===== src/rtl/ours_bdg_x2p_v2_pkg.sv =====
// Shared types and constants for the AXI4-Lite to APB4 bridge.
package ours_bdg_x2p_v2_pkg;

  typedef enum logic [1:0] {
    IDLE   = 2'd0,
    SETUP  = 2'd1,
    ACCESS = 2'd2,
    RESP   = 2'd3
  } state_e;

  localparam logic [1:0] RESP_OKAY   = 2'b00;
  localparam logic [1:0] RESP_SLVERR = 2'b10;
  localparam logic [1:0] RESP_DECERR = 2'b11;

  // Width of a slot index; at least one bit so single-slot builds stay legal.
  function automatic int slot_w(input int n);
    return (n <= 1) ? 1 : $clog2(n);
  endfunction

endpackage


===== src/rtl/ours_bdg_x2p_v2_dec.sv =====
// Combinational address decoder: maps a byte address onto one of PERI_NUM
// equally sized APB slots, or flags it as unmapped.
module ours_bdg_x2p_v2_dec
  import ours_bdg_x2p_v2_pkg::*;
#(
  parameter int               PERI_NUM  = 20,
  parameter int               ADDR_W    = 32,
  parameter logic [ADDR_W-1:0] BASE_ADDR = '0,
  parameter int               SLOT_SZ   = 'h400,
  localparam int              SLOT_W    = slot_w(PERI_NUM)
) (
  input  logic [ADDR_W-1:0]   addr_i,
  output logic [SLOT_W-1:0]   slot_o,
  output logic [PERI_NUM-1:0] sel_o,
  output logic                unmapped_o
);

  // One extra bit keeps the top-of-window bound from wrapping.
  localparam logic [ADDR_W:0] BASE_X = {1'b0, BASE_ADDR};

  always_comb begin
    sel_o  = '0;
    slot_o = '0;
    for (int i = 0; i < PERI_NUM; i++) begin
      logic [ADDR_W:0] lo;
      logic [ADDR_W:0] hi;
      lo = BASE_X + (ADDR_W+1)'(i * SLOT_SZ);
      hi = lo + (ADDR_W+1)'(SLOT_SZ);
      if (({1'b0, addr_i} >= lo) && ({1'b0, addr_i} < hi)) begin
        sel_o[i] = 1'b1;
        slot_o   = SLOT_W'(i);
      end
    end
    unmapped_o = ~|sel_o;
  end

endmodule


===== src/rtl/ours_bdg_x2p_v2.sv =====
// AXI4-Lite to APB4 bridge: one transaction in flight, fair read/write
// arbitration, DECERR on unmapped addresses and an ACCESS-phase watchdog.
module ours_bdg_x2p_v2
  import ours_bdg_x2p_v2_pkg::*;
#(
  parameter int                PERI_NUM   = 20,
  parameter int                ADDR_W     = 32,
  parameter int                DATA_W     = 32,
  parameter logic [ADDR_W-1:0] BASE_ADDR  = '0,
  parameter int                SLOT_SZ    = 'h400,
  parameter int                TMO_CYCLES = 256
) (
  input  logic                         aclk,
  input  logic                         areset,
  input  logic                         s_awvalid,
  output logic                         s_awready,
  input  logic [ADDR_W-1:0]            s_awaddr,
  input  logic [2:0]                   s_awprot,
  input  logic                         s_wvalid,
  output logic                         s_wready,
  input  logic [DATA_W-1:0]            s_wdata,
  input  logic [DATA_W/8-1:0]          s_wstrb,
  output logic                         s_bvalid,
  input  logic                         s_bready,
  output logic [1:0]                   s_bresp,
  input  logic                         s_arvalid,
  output logic                         s_arready,
  input  logic [ADDR_W-1:0]            s_araddr,
  input  logic [2:0]                   s_arprot,
  output logic                         s_rvalid,
  input  logic                         s_rready,
  output logic [DATA_W-1:0]            s_rdata,
  output logic [1:0]                   s_rresp,
  output logic [PERI_NUM-1:0]          m_psel,
  output logic                         m_penable,
  output logic                         m_pwrite,
  output logic [ADDR_W-1:0]            m_paddr,
  output logic [DATA_W-1:0]            m_pwdata,
  output logic [DATA_W/8-1:0]          m_pstrb,
  output logic [2:0]                   m_pprot,
  input  logic [PERI_NUM-1:0]          m_pready,
  input  logic [PERI_NUM*DATA_W-1:0]   m_prdata,
  input  logic [PERI_NUM-1:0]          m_pslverr,
  output logic [1:0]                   dbg_state
);

  localparam int SLOT_W = slot_w(PERI_NUM);
  localparam int CNT_W  = ($clog2(TMO_CYCLES + 1) > 9) ? $clog2(TMO_CYCLES + 1) : 9;

  state_e              state_q;
  logic                last_wr_q;
  logic [SLOT_W-1:0]   slot_q;
  logic [CNT_W-1:0]    cnt_q;
  logic [1:0]          resp_q;

  logic                grant_wr;
  logic                grant_rd;
  logic [ADDR_W-1:0]   dec_addr;
  logic [SLOT_W-1:0]   dec_slot;
  logic [PERI_NUM-1:0] dec_sel;
  logic                dec_unmapped;
  logic                sel_pready;
  logic                sel_pslverr;
  logic [DATA_W-1:0]   sel_prdata;
  logic                tmo_hit;
  logic                resp_done;

  // Handshakes: a beat transfers on a rising edge where valid && ready. The
  // readies are pulsed combinationally only in IDLE on the granting cycle,
  // AW and W together; bvalid/rvalid are held with stable payload until ready.
  assign grant_wr  = (state_q == IDLE) && s_awvalid && s_wvalid && (!s_arvalid || !last_wr_q);
  assign grant_rd  = (state_q == IDLE) && s_arvalid && (!(s_awvalid && s_wvalid) || last_wr_q);
  assign s_awready = grant_wr;
  assign s_wready  = grant_wr;
  assign s_arready = grant_rd;
  assign dec_addr  = grant_wr ? s_awaddr : s_araddr;

  assign s_bresp   = resp_q;
  assign s_rresp   = resp_q;
  assign dbg_state = state_q;
  assign resp_done = (s_bvalid && s_bready) || (s_rvalid && s_rready);
  assign tmo_hit   = (TMO_CYCLES != 0) && (cnt_q == CNT_W'(TMO_CYCLES - 1));

  ours_bdg_x2p_v2_dec #(
    .PERI_NUM  (PERI_NUM),
    .ADDR_W    (ADDR_W),
    .BASE_ADDR (BASE_ADDR),
    .SLOT_SZ   (SLOT_SZ)
  ) u_dec (
    .addr_i     (dec_addr),
    .slot_o     (dec_slot),
    .sel_o      (dec_sel),
    .unmapped_o (dec_unmapped)
  );

  // Only the selected slot's response lines are ever looked at.
  always_comb begin
    sel_pready  = 1'b0;
    sel_pslverr = 1'b0;
    sel_prdata  = '0;
    for (int i = 0; i < PERI_NUM; i++) begin
      if (slot_q == SLOT_W'(i)) begin
        sel_pready  = m_pready[i];
        sel_pslverr = m_pslverr[i];
        sel_prdata  = m_prdata[i*DATA_W +: DATA_W];
      end
    end
  end

  always_ff @(posedge aclk) begin
    if (areset) begin
      state_q   <= IDLE;
      last_wr_q <= 1'b0;
      slot_q    <= '0;
      cnt_q     <= '0;
      resp_q    <= RESP_OKAY;
      m_psel    <= '0;
      m_penable <= 1'b0;
      m_pwrite  <= 1'b0;
      m_paddr   <= '0;
      m_pwdata  <= '0;
      m_pstrb   <= '0;
      m_pprot   <= '0;
      s_bvalid  <= 1'b0;
      s_rvalid  <= 1'b0;
      s_rdata   <= '0;
    end else begin
      case (state_q)
        IDLE: begin
          if (grant_wr || grant_rd) begin
            last_wr_q <= grant_wr;
            m_pwrite  <= grant_wr;
            m_paddr   <= dec_addr;
            m_pwdata  <= grant_wr ? s_wdata : '0;
            m_pstrb   <= grant_wr ? s_wstrb : '0;
            m_pprot   <= grant_wr ? s_awprot : s_arprot;
            slot_q    <= dec_slot;
            cnt_q     <= '0;
            if (dec_unmapped) begin
              resp_q   <= RESP_DECERR;
              s_rdata  <= '0;
              s_bvalid <= grant_wr;
              s_rvalid <= grant_rd;
              state_q  <= RESP;
            end else begin
              m_psel  <= dec_sel;
              state_q <= SETUP;
            end
          end
        end
        SETUP: begin
          m_penable <= 1'b1;
          state_q   <= ACCESS;
        end
        ACCESS: begin
          if (sel_pready) begin
            m_psel    <= '0;
            m_penable <= 1'b0;
            resp_q    <= sel_pslverr ? RESP_SLVERR : RESP_OKAY;
            s_rdata   <= m_pwrite ? '0 : sel_prdata;
            s_bvalid  <= m_pwrite;
            s_rvalid  <= !m_pwrite;
            state_q   <= RESP;
          end else if (tmo_hit) begin
            m_psel    <= '0;
            m_penable <= 1'b0;
            resp_q    <= RESP_SLVERR;
            s_rdata   <= '0;
            s_bvalid  <= m_pwrite;
            s_rvalid  <= !m_pwrite;
            state_q   <= RESP;
          end else begin
            cnt_q <= cnt_q + CNT_W'(1);
          end
        end
        RESP: begin
          if (resp_done) begin
            s_bvalid <= 1'b0;
            s_rvalid <= 1'b0;
            state_q  <= IDLE;
          end
        end
        default: state_q <= IDLE;
      endcase
    end
  end

endmodule


===== config.mk =====
export PLATFORM = sky130hd
export DESIGN_NAME = ours_bdg_x2p_v2
export DESIGN_NICKNAME = d
export VERILOG_FILES = /design/src/rtl/ours_bdg_x2p_v2_pkg.sv /design/src/rtl/ours_bdg_x2p_v2_dec.sv /design/src/rtl/ours_bdg_x2p_v2.sv
export SDC_FILE = /design/constraint.sdc
export NUM_CORES = 1
export LEC_CHECK = 0
export ABC_AREA = 1
export BUFFER_PORTS_ARGS = -buffer_cell sky130_fd_sc_hd__buf_2
export CAP_MARGIN = 20
export CORE_AREA = 2 2 360 362
export DETAILED_ROUTE_END_ITERATION = 10
export DIE_AREA = 0 0 362 364
export HOLD_SLACK_MARGIN = 0.02
export SYNTH_ARGS = -nofsm -noshare
export SYNTH_HDL_FRONTEND = slang
export SYNTH_HIERARCHICAL = 1
export SYNTH_SLANG_ARGS = --single-unit

===== constraint.sdc =====
create_clock -name aclk -period 2.8 [get_ports aclk]
set_input_delay 0.14 -clock aclk [delete_from_list [all_inputs] [get_ports aclk]]
set_output_delay 0.14 -clock aclk [all_outputs]
set_load 0.01 [all_outputs]

==> results of run 1 <==
==> flip-flops by register name, summed over array words and instances (netlist names) <==
register   count
cnt_q          9
s_rdata       32
m_pwdata      32
slot_q         5
s_bresp        2
m_psel        20
m_pprot        3
s_rvalid       1
dbg_state      2
m_pstrb        4
s_bvalid       1
m_paddr       32
m_penable      1
last_wr_q      1
==> metrics by stage <==
stage	std cells	setup WS, ns	cell area [µm²]	utilization	TNS [ns]
2_1_floorplan	2265	0.005395	12350	-	0
3_3_place_gp	5069	-1.038	21480	0.1674	-43.76
3_5_place_dp	5069	-1.055	21480	0.1674	-44.41
4_1_cts	5208	-0.3829	24230	0.1888	-22.12
5_1_grt	5258	-0.5142	25170	0.1961	-31.26
6_report	5270	-0.3377	25200	0.1964	-16.71
==> repair_timing <==
item / 4_1_cts / 5_1_grt
cloned: 13 / 6
setup buffers: 54 / 25
pin swaps: 95 / 125
hold endpoints to repair: 43 / 0
hold buffers: 43 / 0
setup endpoints to repair: 73 / 73
resized for setup: 294 / 184
==> power breakdown <==
part / switching (mW) / internal, mW / leakage (nW) / total (mW)
clock network: 1.08 / 1.31 / 0.266 / 2.38
logic: 9.40 / 6.45 / 11.0 / 15.9
registers: 0.369 / 2.63 / 1.19 / 3.00
total: 10.8 / 10.4 / 12.5 / 21.2
==> path summary, 6_finish.rpt <==
check | start | end | depth (start not counted)
hold reg to reg | m_pstrb[0] | m_pstrb[0] | 2
setup reg to reg | slot_q[0] | s_rdata[4] | 21
setup / recovery | slot_q[0] | s_rdata[4] | 21
hold / removal | m_prdata[547] | s_rdata[3] | 5
==> cell type report <==
cell class	count	area (µm²)	share of cell area
Multi-Input combinational cell	1751	9335	0.3705
Sequential cell	145	2917	0.1157
Clock inverter	12	135.1	0.005363
Inverter	245	982.2	0.03898
Tap cell	1675	2096	0.08317
Timing Repair Buffer	1385	9205	0.3653
Antenna cell	38	95.09	0.003774
Clock buffer	19	432.9	0.01718
==> layer usage <==
metal	vias to the layer above	global-route usage	wire (µm)
li1	9784	-	-
met1	9961	0.2384	55460
met2	1105	0.3486	67060
met3	302	0.07937	14760
met4	90	0.06904	5322
met5	-	0	566
==> worst max-delay path: cells and delay by family, from the launching register on <==
| family | cells | cell delay (ns) |
|---|---|---|
| flops | 1 | 0.38 |
| simple gates | 15 | 1.66 |
| compound gates | 2 | 0.26 |
| buf+inv | 4 | 0.64 |
==> metrics.md, run 1 <==
| Metric | Value |
|---|---|
| Number of levels in the clock H-tree | 4 |
| Total nets after synthesis | between 3000 and 4000 |
| Maximum number of pins on one net before global-route repair | 85 |
| Overall power of the completed layout | about 21 mW |
| Final-layout fill cell count | 14870 |
| Maximum clock insertion buffer count | 2 |
| Required @ worst endpoint | between 3 and 4 ns |
| RSZ-0062 raised after global routing | yes |
| First-pass GRT wire length | between 150 and 200 mm |
| Clk Tree Root Cell | clkbuf_16 |
| Starting utilization of the core area | 0.09620 |
| Worst slew margin relative to its limit | 0.2727 |
| Floorplan die height | around 360 µm |
| Critical Path Max Stage Delay | ~0.38 ns |
| Average routed wire per standard cell | 27.17 µm |
| FP Rows | roughly 130 |
| Setup violation total in the final timing report | 73 |
| Crit path max fanout | 8 |
| Worst hold-check slack | 0.06197 ns |
| Ratio of final minimum period to clock period | 1.121 |
| Crit path capture type | flip-flop |
| Detailed Routing Iterations Pass 1 | 6 |
| Reg clk slew, reported paths | about 0.07 ns |
| Layout Skew | around 0.012 ns |
| Most common cell after layout, fill and taps aside | buf_2 |
| Number of port buffers | between 900 and 1000 |
| Worst ir drop on vdd | 0.0005860 V |
| Ports | around 930 |
| Transition time of the tightest slew-check pin | 1.091 ns |
| Width of the die | ~360 µm |
| Violation count after the first detailed-route iteration | between 1500 and 2000 |
| Grt ovf | 0 |
| Static power due to leakage | approximately 12 nW |
| Failing checks | setup timing |
| Fin crit period | between 3 and 4 ns |
| Number of cells produced by synthesis | between 2000 and 2500 |
| Cell type of the slowest stage on the worst timing path | dfxtp_4 |
| Final hold viol count | 0 |
| Average size of a mapped cell | 5.451 µm² |
| Minimum setup slack in the final design | -0.3377 ns |
| Number of buffers created by CTS | 17 |
| Clock insertion delay at the later pin of the skew report | 0.50 ns |
| Result of the run | complete, but fails checks |
| Syn-to-layout area delta | 104.1% |
| Post-Synthesis Cell Area | between 0.01 and 0.015 mm² |
| Final nets | 4344 |
| Die area | 0.1318 mm² |
| Reg2Reg Setup Slack | -0.34 ns |
| CTS tree | built |
| Maxcap violations | 0 |
| All-Layer GR Usage | 0.2066 |
| Cell Chain, Critical Path | nor2_2 > nand2_2 > nor2_4 > buf_4 > buf_4 > nand2_1 > nand2_1 > a21oi_2 > nand4_1 > nand2_2 > nand4_1 > nor3_2 > buf_4 > nand4_1 > buf_4 > nor2_4 > nand4_1 > nand3_2 > nor2_4 > nand2_1 > a21oi_1 |
| Via count normalized by instance count | 4.031 |
| Routability-driven placement congestion ratio | 0.9764 |
| Antenna violations before repair | between 100 and 150 |
| Half-perimeter wire length of the detailed placement result | about 120 mm |
| Detailed Route WL | around 140 mm |
| Antenna Violating Nets Remaining | 0 |
| Hold WC Path Type | in -> reg |
| Worst setup path category | reg -> reg |
| Yosys Warn Count | 6 |
| Total number of clock tree sinks | 145 |
| Total number of vias | around 21000 |
| Commonest non-fill, non-tap cells in the layout | buf_2 (928), nand2_1 (798), buf_4 (294) |
| Data arrival, critical path | approximately 3.5 ns |
| Final routed DRC violation total | 0 |
| Power density cells | ~840 mW/mm² |
| Max Clock Freq | around 320 MHz |
| Share of cells above drive strength 1 | 0.4911 |
| Pins over their slew limit | 0 |
| Std-Cell Core Area | between 0.1 and 0.15 mm² |
| Kind of start point of the critical path | flip-flop |
| Vias in the first global route | between 20000 and 25000 |
No activity file was read; power rests on OpenSTA's default activity.
==> run 2: changes to the inputs <==
- CORE_AREA: 2 2 360 362 -> 2 2 357 359
- DIE_AREA: 0 0 362 364 -> 0 0 359 361
- clock period: 2.8 -> 3.02 ns (I/O delays scaled with it)
==> run 2 against run 1 <==
  * The run still ends with setup timing left
  * Clock skew fell by 0.0022 ns
  * Clock power fell by 8.4%
  * Critical path depth did not move
  * Sequential power fell by 7.7%
  * Worst hold slack improved by 0.034 ns
  * Final cell count fell by 1.1%
  * Power fell by 6.5%
  * Register-to-register slack improved by 0.17 ns
  * Maximum frequency fell by 1.4%
  * First-iteration DRC count fell by 8.3%
  * Clock-buffer cell count rose by 5
  * Critical path type unchanged
  * Critical endpoint is now s_rdata[7]
  * Highest routed layer unchanged
==> metrics.md, run 2 (synthesis gave the netlist of run 1 again) <==
| Metric | Value |
|---|---|
| All-Layer GR Usage | 0.2047 |
| Syn-to-layout area delta | 101.8% |
| Data arrival, critical path | between 3 and 4 ns |
| Width of the die | roughly 360 µm |
| Half-perimeter wire length of the detailed placement result | approximately 120 mm |
| Worst-case setup slack after placement | -1.004 ns |
| Clock insertion delay at the later pin of the skew report | about 0.5 ns |
| Ports | about 930 |
| Detailed Route WL | around 140 mm |
| Total number of clock tree sinks | 145 |
| Crit path capture type | flip-flop |
| Crit path max fanout | 7 |
| CTS tree | built |
| FP Rows | 130 |
| Cell Chain, Critical Path | buf_6 > nand3_2 > buf_6 > nor2_4 > buf_6 > nand2_1 > nand4_1 > nor2_2 > buf_6 > nand4_1 > nor2_1 > nand4_1 > nand2_2 > buf_6 > nand4_4 > nand3_4 > buf_6 > buf_12 > buf_16 > a21oi_2 > nor2_1 |
| RSZ-0062 raised after global routing | yes |
| Via count normalized by instance count | about 4.0 |
| Hold WC Path Type | in -> reg |
| Final routed DRC violation total | 0 |
| Final hold viol count | 0 |
| Worst setup path category | reg -> reg |
| Die area | roughly 0.13 mm² |
| Total number of vias | between 20000 and 25000 |
| Clk Tree Root Cell | clkbuf_16 |
| Violation count after the first detailed-route iteration | 1561 |
| Power density cells | roughly 800 mW/mm² |
| Number of buffers created by CTS | 17 |
| Transition time of the tightest slew-check pin | a little over 1 ns |
| Floorplan die height | 361 µm |
| Std-Cell Core Area | between 0.1 and 0.15 mm² |
| Most frequent CP cell | buf_6 |
| Starting utilization of the core area | 0.09844 |
| Kind of cell with the highest combined delay on the critical path | simple AND/OR/NAND/NOR gates |
| Share of cells above drive strength 1 | 0.4902 |
| Fin crit period | 3.183 ns |
| Cell type of the slowest stage on the worst timing path | dfxtp_4 |
| Most common cell after layout, fill and taps aside | buf_2 |
| First-pass GRT wire length | around 180 mm |
| Buffers and inverters on the worst path | 8 |
| Commonest non-fill, non-tap cells in the layout | buf_2 (927), nand2_1 (798), buf_4 (277) |
| Maximum number of pins on one net before global-route repair | just over 60 |
| Pins over their slew limit | 0 |
| Final-layout fill cell count | about 15000 |
| Routability-driven placement congestion ratio | slightly above 0.9 |
| Maximum clock insertion buffer count | 2 |
| Setup violation total in the final timing report | 30 |
| Final cell count without fillers | about 5200 |
| Number of instances in the placed design | about 5000 |
| Antenna Violating Nets Remaining | 0 |
| Number of levels in the clock H-tree | 4 |
| Ratio of final minimum period to clock period | 1.054 |
| Grt ovf | 0 |
| Required @ worst endpoint | ~3.4 ns |
| Critical Path Max Stage Delay | slightly above 0.4 ns |
| Failing checks | setup timing |
| Layout Skew | between 0.009 and 0.01 ns |
| Number of port buffers | ~930 |
| Result of the run | complete, but fails checks |
| Worst ir drop on vdd | roughly 0.00047 V |
| Reg clk slew, reported paths | about 0.070 ns |
| Worst slew margin relative to its limit | 0.3251 |
| Max Clock Freq | roughly 310 MHz |
| Static power due to leakage | 12.35 nW |
| Maxcap violations | 0 |
| Detailed Routing Iterations Pass 1 | 7 |
| Largest registers ranked by flip-flop count | m_paddr: 32 flops, m_pwdata: 32 flops, s_rdata: 32 flops |
| Worst hold-check slack | between 0.09 and 0.1 ns |
| Antenna violations before repair | 95 |
| Minimum setup slack in the final design | -0.1634 ns |
| Kind of start point of the critical path | flip-flop |
| Average routed wire per standard cell | 26.60 µm |
| Final nets | 4325 |
| Vias in the first global route | 21080 |
==> run 2: cell types whose count changed in the layout (fill, tap and decap cells not counted), moves of 12 or more <==
cell | before | now
a21oi_1 | 126 | 104
a21oi_2 | 27 | 48
buf_4 | 294 | 277
and2_1 | 15 | 29
and2_4 | 15 | 3
diode_2 | 38 | 26
==> run 2: final timing paths <==
check | start | to | slack (ns) | cells past startpoint
max | slot_q[1] | s_rdata[7] | -0.16 | 21
min | s_arprot[1] | m_pprot[1] | 0.1 | 5
max reg2reg | slot_q[1] | s_rdata[7] | -0.16 | 21
min reg2reg | m_pwdata[7] | m_pwdata[7] | 0.46 | 2
==> run 2: repair_timing <==
action	4_1_cts	5_1_grt
buffers inserted	65	14
pin swaps	128	97
gates resized for setup	317	175
cloned	7	4
setup endpoints to repair	66	73
hold buffers	50	0
endpoints found under the hold margin	44	0
==> run 2: where the power goes <==
| part | internal (mW) | switching [mW] |
|---|---|---|
| sequential | 2.44 | 0.330 |
| combinational | 5.94 | 8.97 |
| clock | 1.24 | 0.938 |
| total | 9.63 | 10.2 |
==> run 2: through the flow <==
stage / TNS (ns) / instance area (µm²) / total power, mW / utilization
floorplan: 0 / 12350 / 7.170 / -
global placement: -11.44 / 21320 / 15.11 / 0.1700
detailed placement: -13.52 / 21320 / 15.09 / 0.1700
CTS: -3.715 / 24110 / 19.49 / 0.1922
global route: -15.87 / 24900 / 21.05 / 0.1985
finish: -2.127 / 24920 / 19.86 / 0.1987
==> run 2: worst reg2reg max path: cells and delay by family, from the launching register on <==
kind | cells | cell delay (ns)
AO/OA/AOI/OAI | 1 | 0.18
buffers and inverters | 8 | 1.22
flip-flops | 1 | 0.41
AND/OR/NAND/NOR | 12 | 1.26
==> run 2: final cells by class <==
| type | instances | area (µm²) | share of cell area |
|---|---|---|---|
| Timing Repair Buffer | 1366 | 8935 | 0.3586 |
| Clock inverter | 6 | 82.58 | 0.003314 |
| Antenna cell | 26 | 65.06 | 0.002611 |
| Timing Repair inverter | 1 | 6.256 | 0.0002511 |
| Sequential cell | 145 | 2914 | 0.1169 |
| Inverter | 245 | 967.2 | 0.03881 |
| Multi-Input combinational cell | 1750 | 9413 | 0.3777 |
| Tap cell | 1650 | 2064 | 0.08285 |
| Clock buffer | 24 | 471.7 | 0.01893 |
==> run 2: layer usage <==
metal  track usage  share of wire  vias to the layer above
li1              -              -                     9735
met1        0.2336           0.39                     9996
met2        0.3474           0.48                     1028
met3       0.06367          0.084                      261
met4       0.09663          0.049                       46
met5             0         0.0021                        -
